## src/rtl/puf_pkg.sv

```systemverilog
// Shared definitions for the PUF challenge sequencer: widths, LFSR taps,
// evaluation count and the sequencer state encoding.
package puf_pkg;

    localparam int CHAL_W   = 16;
    localparam int RESP_W   = 16;
    localparam int NUM_EVAL = 5;
    localparam int TIMEOUT  = 1024;

    // Galois taps for x^16 + x^14 + x^13 + x^11 + 1
    localparam logic [15:0] LFSR_POLY  = 16'hB400;
    localparam logic [15:0] LFSR_RESET = 16'h0001;

    typedef enum logic [2:0] {
        ST_IDLE   = 3'd0,
        ST_ISSUE  = 3'd1,
        ST_WAIT   = 3'd2,
        ST_ACCUM  = 3'd3,
        ST_FINISH = 3'd4
    } seq_state_t;

    // One right-shifting Galois step; the dropped LSB selects the taps.
    function automatic logic [15:0] lfsr_next16(
        input logic [15:0] s,
        input logic [15:0] poly
    );
        return {1'b0, s[15:1]} ^ (s[0] ? poly : 16'h0000);
    endfunction

endpackage

```

## src/rtl/puf_lfsr16.sv

```systemverilog
// Galois LFSR holding the PUF challenge.
// Ports: clk, rst (async high), load/seed (seed 0 maps to 1), step, state.
module puf_lfsr16
    import puf_pkg::*;
#(
    parameter int          W    = CHAL_W,
    parameter logic [W-1:0] POLY = W'(LFSR_POLY)
) (
    input  logic         clk,
    input  logic         rst,
    input  logic         load,
    input  logic [W-1:0] seed,
    input  logic         step,
    output logic [W-1:0] state
);

    localparam logic [W-1:0] ONE = W'(1);

    logic [W-1:0] state_q;
    logic [W-1:0] state_step;

    always_comb begin
        state_step = {1'b0, state_q[W-1:1]} ^ (state_q[0] ? POLY : '0);
    end

    // An all-zero state would lock up, so a zero seed is forced to 1.
    always_ff @(posedge clk or posedge rst) begin
        if (rst) begin
            state_q <= ONE;
        end else if (load) begin
            state_q <= (seed == '0) ? ONE : seed;
        end else if (step) begin
            state_q <= state_step;
        end
    end

    assign state = state_q;

endmodule

```

## src/rtl/puf_challenge_sequencer.sv

```systemverilog
// Drives the RO-PUF with an LFSR challenge, evaluates it NUM_EVAL times
// and produces a per-bit majority-voted response plus a stability mask.
// Ports: clk, rst (async high); start, seed_load, seed, activation_in;
//        puf_challenge, puf_activation_ctrl, puf_generate to the PUF;
//        puf_ready, puf_response from the PUF; busy, voted_response,
//        stable_mask, resp_valid, timeout_err as results.
module puf_challenge_sequencer
    import puf_pkg::*;
#(
    parameter int               CHAL_W    = puf_pkg::CHAL_W,
    parameter int               RESP_W    = puf_pkg::RESP_W,
    parameter int               NUM_EVAL  = puf_pkg::NUM_EVAL,
    parameter int               TIMEOUT   = puf_pkg::TIMEOUT,
    parameter logic [CHAL_W-1:0] LFSR_POLY = CHAL_W'(puf_pkg::LFSR_POLY)
) (
    input  logic              clk,
    input  logic              rst,
    input  logic              start,
    input  logic              seed_load,
    input  logic [CHAL_W-1:0] seed,
    input  logic [3:0]        activation_in,
    output logic [CHAL_W-1:0] puf_challenge,
    output logic [3:0]        puf_activation_ctrl,
    output logic              puf_generate,
    input  logic              puf_ready,
    input  logic [RESP_W-1:0] puf_response,
    output logic              busy,
    output logic [RESP_W-1:0] voted_response,
    output logic [RESP_W-1:0] stable_mask,
    output logic              resp_valid,
    output logic              timeout_err
);

    localparam int CNT_W = $clog2(NUM_EVAL + 1);
    localparam int TMR_W = (TIMEOUT > 1) ? $clog2(TIMEOUT) : 1;

    localparam logic [CNT_W-1:0] EVAL_LAST = CNT_W'(NUM_EVAL - 1);
    localparam logic [CNT_W-1:0] EVAL_ALL  = CNT_W'(NUM_EVAL);
    localparam logic [CNT_W-1:0] EVAL_HALF = CNT_W'(NUM_EVAL / 2);
    localparam logic [TMR_W-1:0] TMR_LAST  = TMR_W'(TIMEOUT - 1);

    seq_state_t state_q;
    seq_state_t state_d;

    logic [CNT_W-1:0]  vote_cnt [RESP_W];
    logic [CNT_W-1:0]  eval_cnt_q;
    logic [TMR_W-1:0]  timer_q;
    logic [RESP_W-1:0] sample_q;
    logic [3:0]        act_q;
    logic              ready_q;
    logic              ready_rise;
    logic              tmr_expired;
    logic              lfsr_load;
    logic              lfsr_step;

    // Only a low-to-high transition counts as a new response.
    assign ready_rise  = puf_ready & ~ready_q;
    assign tmr_expired = (timer_q == TMR_LAST);

    puf_lfsr16 #(
        .W    (CHAL_W),
        .POLY (LFSR_POLY)
    ) u_lfsr (
        .clk   (clk),
        .rst   (rst),
        .load  (lfsr_load),
        .seed  (seed),
        .step  (lfsr_step),
        .state (puf_challenge)
    );

    always_ff @(posedge clk or posedge rst) begin
        if (rst) begin
            state_q <= ST_IDLE;
        end else begin
            state_q <= state_d;
        end
    end

    always_comb begin
        state_d   = state_q;
        lfsr_load = 1'b0;
        lfsr_step = 1'b0;
        unique case (state_q)
            ST_IDLE: begin
                // Seed is written on the same edge start is taken,
                // so a combined request runs with the new seed.
                lfsr_load = seed_load;
                if (start) begin
                    state_d = ST_ISSUE;
                end
            end
            ST_ISSUE: begin
                state_d = ST_WAIT;
            end
            ST_WAIT: begin
                if (ready_rise) begin
                    state_d = ST_ACCUM;
                end else if (tmr_expired) begin
                    state_d = ST_IDLE;
                end
            end
            ST_ACCUM: begin
                if (eval_cnt_q == EVAL_LAST) begin
                    state_d = ST_FINISH;
                end else begin
                    state_d = ST_ISSUE;
                end
            end
            ST_FINISH: begin
                lfsr_step = 1'b1;
                state_d   = ST_IDLE;
            end
            default: begin
                state_d = ST_IDLE;
            end
        endcase
    end

    assign puf_generate        = (state_q == ST_ISSUE);
    assign busy                = (state_q != ST_IDLE);
    assign puf_activation_ctrl = act_q;

    always_ff @(posedge clk or posedge rst) begin
        if (rst) begin
            ready_q        <= 1'b0;
            eval_cnt_q     <= '0;
            timer_q        <= '0;
            sample_q       <= '0;
            act_q          <= '0;
            voted_response <= '0;
            stable_mask    <= '0;
            resp_valid     <= 1'b0;
            timeout_err    <= 1'b0;
            for (int i = 0; i < RESP_W; i++) begin
                vote_cnt[i] <= '0;
            end
        end else begin
            ready_q     <= puf_ready;
            resp_valid  <= 1'b0;
            timeout_err <= 1'b0;
            unique case (state_q)
                ST_IDLE: begin
                    if (start) begin
                        act_q      <= activation_in;
                        eval_cnt_q <= '0;
                        for (int i = 0; i < RESP_W; i++) begin
                            vote_cnt[i] <= '0;
                        end
                    end
                end
                ST_ISSUE: begin
                    timer_q <= '0;
                end
                ST_WAIT: begin
                    if (ready_rise) begin
                        sample_q <= puf_response;
                    end else if (tmr_expired) begin
                        timeout_err <= 1'b1;
                        eval_cnt_q  <= '0;
                        timer_q     <= '0;
                        for (int i = 0; i < RESP_W; i++) begin
                            vote_cnt[i] <= '0;
                        end
                    end else begin
                        timer_q <= timer_q + TMR_W'(1);
                    end
                end
                ST_ACCUM: begin
                    eval_cnt_q <= eval_cnt_q + CNT_W'(1);
                    for (int i = 0; i < RESP_W; i++) begin
                        vote_cnt[i] <= vote_cnt[i] + CNT_W'(sample_q[i]);
                    end
                end
                ST_FINISH: begin
                    resp_valid <= 1'b1;
                    for (int i = 0; i < RESP_W; i++) begin
                        voted_response[i] <= (vote_cnt[i] > EVAL_HALF);
                        stable_mask[i]    <= (vote_cnt[i] == '0)
                                          || (vote_cnt[i] == EVAL_ALL);
                    end
                end
                default: begin
                end
            endcase
        end
    end

endmodule

```

## config.mk

```make
export PLATFORM = sky130hd
export DESIGN_NAME = puf_challenge_sequencer
export DESIGN_NICKNAME = d
export VERILOG_FILES = /design/src/rtl/puf_pkg.sv /design/src/rtl/puf_lfsr16.sv /design/src/rtl/puf_challenge_sequencer.sv
export SDC_FILE = /design/constraint.sdc
export NUM_CORES = 1
export LEC_CHECK = 0
export CAP_MARGIN = 15
export CELL_PAD_IN_SITES_DETAIL_PLACEMENT = 1
export CELL_PAD_IN_SITES_GLOBAL_PLACEMENT = 1
export CORE_ASPECT_RATIO = 0.8
export CORE_MARGIN = 1
export CORE_UTILIZATION = 33
export DETAILED_ROUTE_END_ITERATION = 16
export PLACE_DENSITY_LB_ADDON = 0.05
export SYNTH_ARGS = -nofsm -noshare
export SYNTH_HDL_FRONTEND = slang
export SYNTH_HIERARCHICAL = 1
export SYNTH_SLANG_ARGS = --single-unit
export TNS_END_PERCENT = 50
```

## constraint.sdc

```tcl
create_clock -name clk -period 3.95 [get_ports clk]
set_input_delay 0.79 -clock clk [delete_from_list [all_inputs] [get_ports clk]]
set_output_delay 0.79 -clock clk [all_outputs]
set_load 0.02 [all_outputs]
```

==> results of run 1 <==
==> flip-flops by register name (all words and copies together), names as in the netlist, 3 cells and up <==
signal / cells
vote_cnt: 48
sample_q: 16
stable_mask: 16
u_lfsr/state: 16
voted_response: 16
timer_q: 10
puf_activation_ctrl: 4
eval_cnt_q: 3
state_q: 3
==> power by group through the flow <==
stage	Sequential (uW)	Clock [uW]	Combinational, uW
2_1_floorplan	2410	0	1200
3_3_place_gp	2290	0	2120
3_5_place_dp	2310	0	2180
4_1_cts	2290	1580	2200
5_1_grt	2370	1650	2380
6_report	2290	1540	2150
==> worst max path at each step <==
stage | cells past startpoint | start | end
after floorplan | 1 | rst | eval_cnt_q[0]$_DFFE_PP0P_
after global placement | 4 | puf_ready | sample_q[7]$_DFFE_PP0P_
after detailed placement | 4 | puf_ready | sample_q[5]$_DFFE_PP0P_
after CTS | 3 | state_q[2]$_DFFE_PP0P_ | puf_generate
after global routing | 3 | state_q[2]$_DFFE_PP0P_ | puf_generate
final | 3 | state_q[2]$_DFFE_PP0P_ | puf_generate
==> layout make-up <==
type                       instances  area [sq um]
sequential                       135          3380
fill                            1994         10400
clock buffer                      29           531
timing repair buffer             105          1040
inverter                           8          32.5
tap                              253           317
multi-input combinational        382          2740
clock inverter                     3          40.0
==> cells in the mapped netlist (4+ instances only) <==
library cell  instances  share of area (%)
mux2_2               22                3.9
buf_6                 5               0.89
xor2_1               19                2.6
nor4_2                4               0.79
ha_1                 35                6.9
clkbuf_1             17                1.0
a22o_1               35                4.8
nand2b_1              6               0.59
nand2_1              56                3.3
a21oi_1              40                3.2
inv_1                 8               0.47
o31ai_1              23                2.7
nor2_1               20                1.2
o21ai_1              12               0.95
nor4_1               18                1.8
buf_1                 4               0.24
buf_2                 7               0.55
o21ai_0              39                3.1
dfrtp_1             134                 53
mux2i_1              15                2.4
==> cell families (layout without fill, tap and decap cells) <==
family / count (synthesis) / after routing / synth area share (%)
flops: 135 / 135 / 53.3
fa+ha+maj: 35 / 35 / 6.90
compound gates: 157 / 157 / 16.3
simple gates: 134 / 134 / 11.0
buf+inv: 43 / 145 / 3.59
xor+xnor: 19 / 19 / 2.62
mux: 37 / 37 / 6.27
==> worst max-delay path, stage by stage (launching register included) <==
cell             delay [ps]
dfrtp_1                 380
buf_4                   210
nor3b_1                 490
clkdlybuf4s50_1         710
==> layout by cell type, fill, tap and decap left out, types with 20 or more instances in the layout <==
| cell | n |
|---|---|
| a22o_1 | 35 |
| o21ai_0 | 39 |
| nor2_1 | 20 |
| dfrtp_1 | 134 |
| nand2_1 | 55 |
| clkdlybuf4s50_1 | 96 |
| o31ai_1 | 23 |
| a21oi_1 | 40 |
| mux2_2 | 22 |
| ha_1 | 35 |
==> metal layers <==
| metal | vias up | wire length [um] | share of wire [%] | global-route usage (%) |
|---|---|---|---|---|
| met4 | 0 | 233 | 1.5 | 6.69 |
| met1 | 2387 | 7840 | 50 | 23.5 |
| met5 | - | 0 | 0 | 0 |
| li1 | 2219 | - | - | - |
| met3 | 18 | 476 | 3.0 | 3.23 |
| met2 | 81 | 7210 | 46 | 27.1 |
==> per-stage QoR <==
step                total power, uW  area (sq um)  worst slack (ps)
global route                   6410          8080               806
global placement               4400          7510              1000
floorplan                      3610          6340              2.53
CTS                            6080          8080               890
detailed placement             4500          7510               921
finish                         5980          8080               942
==> impl_results.md, run 1 <==
- Outcome: finished, final reports clean
- DRT iter0 DRCs: 200
- Part of the power in the clock network: between 20% and 30%
- Pre-antenna DRT Iters: 4
- Slew headroom: roughly 28%
- Netlist cell types: between 40 and 50
- Synth Cell Area: around 0.0063 sq mm
- Ys flop type: dfrtp_1
- Hold Path Origin: stable_mask[8]$_DFFE_PP0P_
- Initial Util: ~34%
- Later-pin clock latency in the skew report: between 400 and 500 ps
- Net Sw Frac: a little over a third
- Gates resized, CTS repair: 0
- Area Growth Syn to Fin: 27.4%
- Initial antenna violation count: 0
- Number of max-cap violations: 0
- Ys Warns: 6
- WP data required: ~3200 ps
- CP Max Fanout: 21
- Hold_buf cts: 0
- Core Area: 0.0185 sq mm
- R2r endpoint: vote_cnt[15]$_DFFE_PP0P_
- Internal power: between 3000 and 4000 uW
- Worst-case reg-to-reg path depth: 6
- Reg2reg start: timer_q[0]$_DFFE_PP0P_
- Routed Antenna Nets: 0
- Seq/Total Area, Yosys: a little over half
- Worst hold slack: between 400 and 500 ps
- Mapped Cells: 560
- VDD IR max: about 300 uV
- Routed len/inst: between 15 and 20 um
- H-tree depth: 4
- RSZ-0062 raised after global routing: no
- Final worst-path cycle share: between 70 and 80%
- CP arrival: roughly 2200 ps
- Hpwl dp: roughly 10,000 um
- CTS tree: yes
- Share of layout cells above drive strength 1: ~11%
- Power per cell area: between 700 and 800 mW/mm^2
- Vias in the first global route: roughly 5,000
- CP Class: reg2out
- Fraction of registers with async set/reset: 100%
- Gpl congestion: roughly 0.73
- Total die area: around 0.020 sq mm
- Port bufs: 96
- Max Clock Skew: about 6.3 ps
- Syn Area/Cell: around 11 sq um
- Hold Fails Final Rpt: 0
- Number of synthesized flops with an enable pin: 0
- CP endpoint kind: output pin
- Hold Path End: stable_mask[8]$_DFFE_PP0P_
- Vias per cell: approximately 5.1
- Final Instance Count excl. Fillers: approximately 920
- Seq pwr share: a little under two fifths
- Clock Tree Root: clkbuf_16
- Yosys reg bits: around 140
- Horiz. Die Dim: between 150 and 200 um
- Congestion Overflow GR: 0
- Hold Crit Depth: 2
- Largest net degree at the start of global routing: 65
- DP Cell Count: between 800 and 900
- Number of primary I/O pins: 97
- Worst hold-check path type: reg2reg
- Leakage power: 0.00360 uW
- # diodes: 0
- Routed vias: between 4,000 and 5,000
- Routed WL: ~16,000 um
- Minimum clock period: about 3000 ps
- Clock slew at reported path FFs: around 60 ps
- CTS Sinks: 135
- Wire length of the first global-routing pass: about 26,000 um
- CP Launch Type: flip-flop
- Final #Nets: ~730
- Die Ht: 126 um
- Row Count: 44
- Setup_tns: 0 ps
- Syn Nets: approximately 640
- R2R Setup Slk: approximately 1500 ps
- CTS Buf Count: 17
- Post-CTS Setup Inserts: 0
- Max Freq: around 0.33 GHz
- Least-Margin Pin Slew: roughly 1100 ps
- Clk buf depth: 2
- Combinational fraction of design power: 36.0%
- Pins Over Slew Limit: 0
- Total GRT Usage: 17.2%
- Final core occ: approximately 44%
- Endpoints failing setup: 0
- Psw: between 2000 and 2500 uW
- DRC: 0
No activity file was read; power rests on OpenSTA's default activity.
==> run 2: changes to the inputs <==
==> constraint.sdc (replaced) <==
create_clock -name clk -period 3.1 [get_ports clk]
set_input_delay 0.62 -clock clk [delete_from_list [all_inputs] [get_ports clk]]
set_output_delay 0.62 -clock clk [all_outputs]
set_load 0.02 [all_outputs]
==> run 2 against run 1 <==
Sequential share of layout area decreased by 0.38 points. Critical path type unchanged. Design area rose by 0.91%. First-iteration DRC count shrank 20%. Global-route usage shrank 0.56 points. Flip-flop and latch count did not move. Critical endpoint unchanged.
==> impl_results.md, run 2 (same netlist as run 1, synthesis figures left out) <==
- Max Clock Skew: ~8.7 ps
- CTS Sinks: ~140
- Flip-flop and latch area: between 0.003 and 0.004 sq mm
- Slew headroom: between 40% and 50%
- Routed len/inst: approximately 17 um
- # diodes: 0
- CP Class: reg2out
- Initial antenna violation count: 0
- Worst hold slack: around 480 ps
- CP Buf/Inv Count: 1
- Hold_buf cts: 0
- Multi-input logic area: about 0.0027 sq mm
- Endpoints failing setup: 0
- Clk buf depth: 2
- Final worst-path cycle share: 93.2%
- Commonest non-fill, non-tap cells in the layout: dfrtp_1, clkdlybuf4s50_1, nand2_1
- Die Ht: around 130 um
- Number of max-cap violations: 0
- Slowest stage delay, CP: roughly 720 ps
- Area Growth Syn to Fin: 28.6%
- Share of layout cells above drive strength 1: between 10% and 20%
- Gpl congestion: about 0.73
- Post-CTS Setup Inserts: 0
- Setup_tns: 0 ps
- CTS Buf Count: 17
- H-tree depth: 4
- Hpwl dp: roughly 9900 um
- CTS tree: yes
- RSZ-0062 raised after global routing: no
- CP endpoint kind: output pin
- CP top delay family: buffers and inverters
- WP data required: between 2000 and 2500 ps
- Congestion Overflow GR: 0
- Wire length on met3: ~480 um
- Gates resized, CTS repair: 0
- Total GRT Usage: roughly 17%
- Hold Fails Final Rpt: 0
- Filler Cell Count: between 2,000 and 2,500
- VDD IR max: about 320 uV
- DRC: 0
- CP Max Fanout: 13
- Total die area: just under 0.02 sq mm
- DRT iter0 DRCs: between 150 and 200
- Routed Antenna Nets: 0
- Wire length of the first global-routing pass: 25,400 um
- Leakage power: ~0.0036 uW
- Later-pin clock latency in the skew report: 420 ps
- Core Area: roughly 0.018 sq mm
- Port bufs: 96
- Pre-antenna DRT Iters: 5
- Met2 Routed Length: just over 7000 um
- Horiz. Die Dim: 157 um
- Power per cell area: around 950 mW/mm^2
- M1 WL: just under 8000 um
- Vias in the first global route: just under 5,000
- Initial Util: around 34%
- Outcome: finished, final reports clean
- Largest net degree at the start of global routing: 120
- Final #Nets: approximately 730
- Number of primary I/O pins: slightly below 100
- Least-Margin Pin Slew: approximately 860 ps
- Routed WL: approximately 15,000 um
- Commonest non-fill, non-tap cell in the layout: dfrtp_1
- Row Count: 44
- Worst hold-check path type: reg2reg
- Pins Over Slew Limit: 0
- Minimum clock period: roughly 2900 ps
- Routed vias: 4,667
- CP cell instances: nor3b_1, clkdlybuf4s50_1
- Clock Tree Root: clkbuf_16
- Uppermost layer routed: met4
- Max Freq: around 0.35 GHz
- CP arrival: approximately 2300 ps
- CP Launch Type: flip-flop
- Clock slew at reported path FFs: about 60 ps
- Vias per cell: about 5
- Slowest stage cell, crit path: clkdlybuf4s50_1
- Biggest register: vote_cnt
- Number of flip-flops in the largest register: 48
-- run 2: per-stage QoR --
step	area (sq um)	util [%]	total power, uW	instances	setup WS, ps
after global placement	7540	40.7	5600	886	503
final	8160	44.1	7760	918	212
after floorplan	6350	-	4600	560	1020
after CTS	8160	44.1	7880	918	170
after global routing	8160	44.1	8280	918	73.7
after detailed placement	7540	40.7	5710	886	464
-- run 2: routing by layer --
layer	track usage, %	vias up
li1	-	2232
met5	0	-
met2	26.1	63
met1	22.8	2362
met3	3.68	10
met4	5.54	0
-- run 2: power by group --
group	switching [uW]	internal, uW
sequential	558	2360
clock	743	1370
combinational	1450	1280
-- run 2: final timing paths --
check	startpoint	endpoint	slack, ps	cells after the start
worst max-delay path	state_q[2]$_DFFE_PP0P_	puf_generate	210	2
worst min-delay path	voted_response[9]$_DFFE_PP0P_	voted_response[9]$_DFFE_PP0P_	480	2
worst max register to register	timer_q[0]$_DFFE_PP0P_	vote_cnt[28]$_DFFE_PP0P_	790	6
worst min register to register	voted_response[9]$_DFFE_PP0P_	voted_response[9]$_DFFE_PP0P_	480	2
max in group asynchronous	rst	voted_response[3]$_DFFE_PP0P_	1830	3
min in group asynchronous	rst	u_lfsr/state[3]$_DFFE_PP0P_	700	2
-- run 2: area by class of cell --
type                    count  share of cell area [%]
clock buffers              25                    6.20
clock inverters             7                    1.41
inverters                   8                   0.414
multi-input cells         382                    33.6
flip-flops and latches    135                    41.4
well taps                 253                    3.88
repair buffers            108                    13.0
-- run 2: worst min-delay path: stages (launching register included) --
cell     delay [ps]
dfrtp_1         340
nand2_1          40
o21ai_0          60
